`config.mk`:
```
export PLATFORM = sky130hd
export DESIGN_NAME = count_sequencer
export DESIGN_NICKNAME = d
export VERILOG_FILES = /design/src/rtl/count_sequencer.sv
export SDC_FILE = /design/constraint.sdc
export NUM_CORES = 1
export LEC_CHECK = 0
export CAP_MARGIN = 40
export CORE_MARGIN = 5
export CORE_UTILIZATION = 40
export CTS_CLUSTER_SIZE = 10
export DETAILED_ROUTE_END_ITERATION = 16
export DONT_BUFFER_PORTS = 1
export HOLD_SLACK_MARGIN = 0.1
export PLACE_DENSITY_LB_ADDON = 0.05
export SYNTH_ARGS = -nofsm -noshare
export SYNTH_HDL_FRONTEND = slang
export SYNTH_SLANG_ARGS = --single-unit
```
`constraint.sdc`:
```
create_clock -name clock -period 2.2 [get_ports clock]
set_input_delay 0.33 -clock clock [delete_from_list [all_inputs] [get_ports clock]]
set_output_delay 0.33 -clock clock [all_outputs]
set_load 0.03 [all_outputs]
```
`src/rtl/count_sequencer.sv`:
```
`timescale 1ns/1ps
// count_sequencer
// Sequences a WIDTH-bit binary counter through up/down runs between a start
// value and a programmable terminal value, in continuous (wrap) or one-shot
// (stop and flag done) mode, with pause and restart control.
//
// Ports:
//   clock    - system clock, rising edge
//   reset_n  - asynchronous active-low reset
//   start    - begin a run; restarts while in RUN or PAUSE
//   pause    - level; holds the count while high during a run
//   dir      - 0 = up, 1 = down (sampled on start)
//   oneshot  - 0 = continuous, 1 = stop at terminal (sampled on start)
//   limit    - up: terminal value, down: start value (sampled on start)
//   count    - current counter value
//   busy     - high in RUN or PAUSE
//   done     - one-cycle pulse on one-shot completion
//   wrap     - one-cycle pulse on continuous-mode reload
//   state    - FSM state: IDLE=00 RUN=01 PAUSE=10 DONE=11
module count_sequencer #(
   parameter int unsigned WIDTH = 2
) (
   input  logic             clock,
   input  logic             reset_n,
   input  logic             start,
   input  logic             pause,
   input  logic             dir,
   input  logic             oneshot,
   input  logic [WIDTH-1:0] limit,
   output logic [WIDTH-1:0] count,
   output logic             busy,
   output logic             done,
   output logic             wrap,
   output logic [1:0]       state
);

   typedef enum logic [1:0] {
      IDLE  = 2'b00,
      RUN   = 2'b01,
      PAUSE = 2'b10,
      DONE  = 2'b11
   } state_t;

   state_t           state_q;
   logic             dir_q;
   logic             oneshot_q;
   logic [WIDTH-1:0] limit_q;

   // Load value for a (re)start uses the live inputs being latched this edge.
   logic [WIDTH-1:0] load_val;
   // Start and terminal values of the run in progress use the latched inputs.
   logic [WIDTH-1:0] start_val;
   logic [WIDTH-1:0] term_val;

   assign load_val  = dir   ? limit   : '0;
   assign start_val = dir_q ? limit_q : '0;
   assign term_val  = dir_q ? '0      : limit_q;

   assign state = state_q;

   // Sequencer FSM with registered count and status outputs.
   always_ff @(posedge clock or negedge reset_n) begin
      if (!reset_n) begin
         state_q   <= IDLE;
         count     <= '0;
         busy      <= 1'b0;
         done      <= 1'b0;
         wrap      <= 1'b0;
         dir_q     <= 1'b0;
         oneshot_q <= 1'b0;
         limit_q   <= '0;
      end else begin
         // Pulses default low; set only on the edge that causes them.
         wrap <= 1'b0;
         done <= 1'b0;
         case (state_q)
            IDLE: begin
               if (start) begin
                  dir_q     <= dir;
                  oneshot_q <= oneshot;
                  limit_q   <= limit;
                  count     <= load_val;
                  state_q   <= RUN;
                  busy      <= 1'b1;
               end
            end
            RUN, PAUSE: begin
               if (start) begin
                  dir_q     <= dir;
                  oneshot_q <= oneshot;
                  limit_q   <= limit;
                  count     <= load_val;
                  state_q   <= RUN;
                  busy      <= 1'b1;
               end else if (pause) begin
                  state_q <= PAUSE;
               end else if (state_q == PAUSE) begin
                  // Resume edge only changes state; stepping restarts next edge.
                  state_q <= RUN;
               end else if (count != term_val) begin
                  count <= dir_q ? (count - WIDTH'(1)) : (count + WIDTH'(1));
               end else if (!oneshot_q) begin
                  count <= start_val;
                  wrap  <= 1'b1;
               end else begin
                  state_q <= DONE;
                  busy    <= 1'b0;
                  done    <= 1'b1;
               end
            end
            DONE: begin
               // Single-cycle state; start is ignored here.
               state_q <= IDLE;
            end
            default: begin
               state_q <= IDLE;
               busy    <= 1'b0;
            end
         endcase
      end
   end

endmodule

```
==> metrics.yaml <==
status: "complete, no violations"
final_common_cell: "dfrtp_1"
reg2reg_to: "state[0]"
fin_worst_skew_ps: 2.36
tightest_slew_ps: 559
maxSlewHeadroom: 0.628
grt_pass1_wl_um: 2700
r2r-start: "state[1]"
synth_ff_type: "dfrtp_1"
finalHoldViolCount: 0
n_antenna_cell: 0
initial_utilization: 0.420
core.rowCount: 15
cap_violations: 0
p_sw_uw: 495
die_h_um: 52.6
finalWirelength_um: 1650
worstPathArrival_ps: 2110
vias_per_cell: 5.68
place_area_um2: 766
wire_per_inst_um: 15.8
hpwl_um: 1240
worstHoldPathType: "in2reg"
ys_types: 34
required_ps: 2390
insertion_delay_ps: 270
pwr-share-clk: 0.132
cp-endpoint: "state[0]"
p_sw_frac: 0.466
clk_transition_reported_paths_ps: 70
area_growth_pct: 10.7
dr.pass1.iters: 4
p_per_area_nw_per_um2: 1320
yosysTopAreaCellShare: 0.380
critPathLaunch: "state[1]"
hold_start: "dir"
final_cell_mix: "11 x dfrtp_1, 5 x inv_1, 5 x o21bai_1"
yosys-top-cells-area: "dfrtp_1 38%, ha_1 5.2%, o21bai_1 5.2%"
nets: 91
end_kind: "register"
critPathMaxStageDelay_ps: 420
ir_drop_mv: 0.559
grt_pass1_vias: 554
cpMaxStageDelayCell: "dfrtp_1"
dieArea_um2: 2760
r2r_slack_ps: 290
stdcell_area_um2: 802
port-buffer-count: 0
finalCriticalPeriod_ps: 1910
drive_gt1_frac: 0.139
n_fill_cell: 184
coreArea_um2: 1730
drtIter0Drc: 12
cts.sinks: 11
synth_area_per_cell_um2: 9.92
rsz0062_at_grt: "no"
cts_root_buf: "clkbuf_4"
cts_tree: "done"
grt_start_max_net_pins: 12
drc: 0
cts_resized: 0
grt_overflow: 0
vias: 591
async_flop_share: 1.00
synth_top_area_cell: "dfrtp_1"
die_w_um: 52.6
antenna_found_initial: 0
synth_seq_area_share: 0.380
synth_edf_count: 0
syn_area_um2: 724
max-clock-path-buffers: 2
io_pins: 15
seq_area_um2: 275
rr_worst_depth: 7
gp_congestion: 0.747
track_usage: 0.136
critPathMaxFanout: 7
finalSetupViolations: 0
synth_fp_nets: 84
multi_input_area_um2: 425
p_leak_nw: 0.350
crit_chain: "inv_1, ha_1, nand2b_4, or3_4, a211oi_1, nand2b_1, mux2i_1"
ys.warnings.count: 0
final_antenna_net_count: 0
p_int_uw: 566
htreeDepth: 1
synthCells: 73
pwr-share-comb: 0.481
ys_seq_elements: 11
p_seq_frac: 0.387
cts-buffers-inserted: 3
fin_crit_sh: 0.870
fmaxAchievable_ghz: 0.522
tns_ps: 0
start_kind: "register"
worstSetupPathType: "reg2reg"
slew_viol_final: 0
-- timing repair --
action / 4_1_cts / 5_1_grt
buffers inserted: 0 / 0
hold buffers: 1 / 0
endpoints found under the hold margin: 11 / 0
-- critical path, delay by kind of cell, from the launching register on --
family	cells	cell delay (ps)
and+or+nand+nor	3	580
buffers and inverters	1	80
AOI/OAI and AO/OA	1	210
adders and majority gates	1	360
muxes	1	190
DFF	1	420
-- cell families after synthesis --
group	after synthesis	share of synthesized area
AO/OA/AOI/OAI	23	0.237
XOR/XNOR	2	0.0242
adder cells (fa/ha/maj)	3	0.0518
buffers and inverters	6	0.0328
flip-flops	11	0.380
multiplexers	5	0.0743
AND/OR/NAND/NOR	23	0.200
-- worst min path at each step --
stage	to	slack, ps	cells after the start
3_3_place_gp	limit_q[1]	30	0
4_1_cts	dir_q	170	2
3_5_place_dp	limit_q[1]	30	0
5_1_grt	dir_q	170	2
6_report	dir_q	180	2
2_1_floorplan	busy	30	0
-- sequential cells by signal, summed over array words and instances (netlist names) --
name       count
count          2
limit_q        2
state          2
busy           1
dir_q          1
done           1
oneshot_q      1
wrap           1
-- Yosys cell counts, types with 2 or more instances --
cell / count
inv_1: 5
nand2_1: 4
a21oi_1: 2
a211oi_1: 2
o21bai_1: 5
dfrtp_1: 11
nor2b_1: 3
o21ai_0: 3
mux2i_1: 2
nand2b_1: 3
ha_1: 3
a32oi_1: 2
o2bb2ai_1: 2
nor2_1: 4
mux2_2: 3
-- power groups by stage --
| stage | Sequential (mW) | Combinational (mW) | Clock, mW |
|---|---|---|---|
| 6_report | 0.411 | 0.510 | 0.140 |
| 5_1_grt | 0.424 | 0.564 | 0.153 |
| 4_1_cts | 0.410 | 0.511 | 0.147 |
| 3_5_place_dp | 0.413 | 0.503 | 0 |
| 3_3_place_gp | 0.409 | 0.501 | 0 |
| 2_1_floorplan | 0.399 | 0.399 | 0 |
-- through the flow --
step	hold WS, ps	instances	utilization	worst slack (ps)	total power, mW
after floorplan	34.4	73	-	243	0.798
after global placement	34.7	99	0.443	388	0.911
after detailed placement	34.7	99	0.443	291	0.916
after CTS	171	104	0.464	286	1.07
after global routing	173	104	0.464	153	1.14
final	180	104	0.464	286	1.06
-- routing by layer --
layer | vias up | routed length [um] | track usage
li1 | 286 | - | -
met1 | 290 | 822 | 0.182
met2 | 10 | 710 | 0.192
met3 | 5 | 89 | 0.0570
met4 | 0 | 25 | 0.0511
met5 | - | 0 | 0
-- final cells by class --
cell class / instances / area share
clock buffers: 4 / 0.0328
inverters: 5 / 0.0234
multi-input cells: 56 / 0.530
flip-flops and latches: 11 / 0.343
well taps: 25 / 0.0390
repair buffers: 3 / 0.0312
No activity file was read; power rests on OpenSTA's default activity.
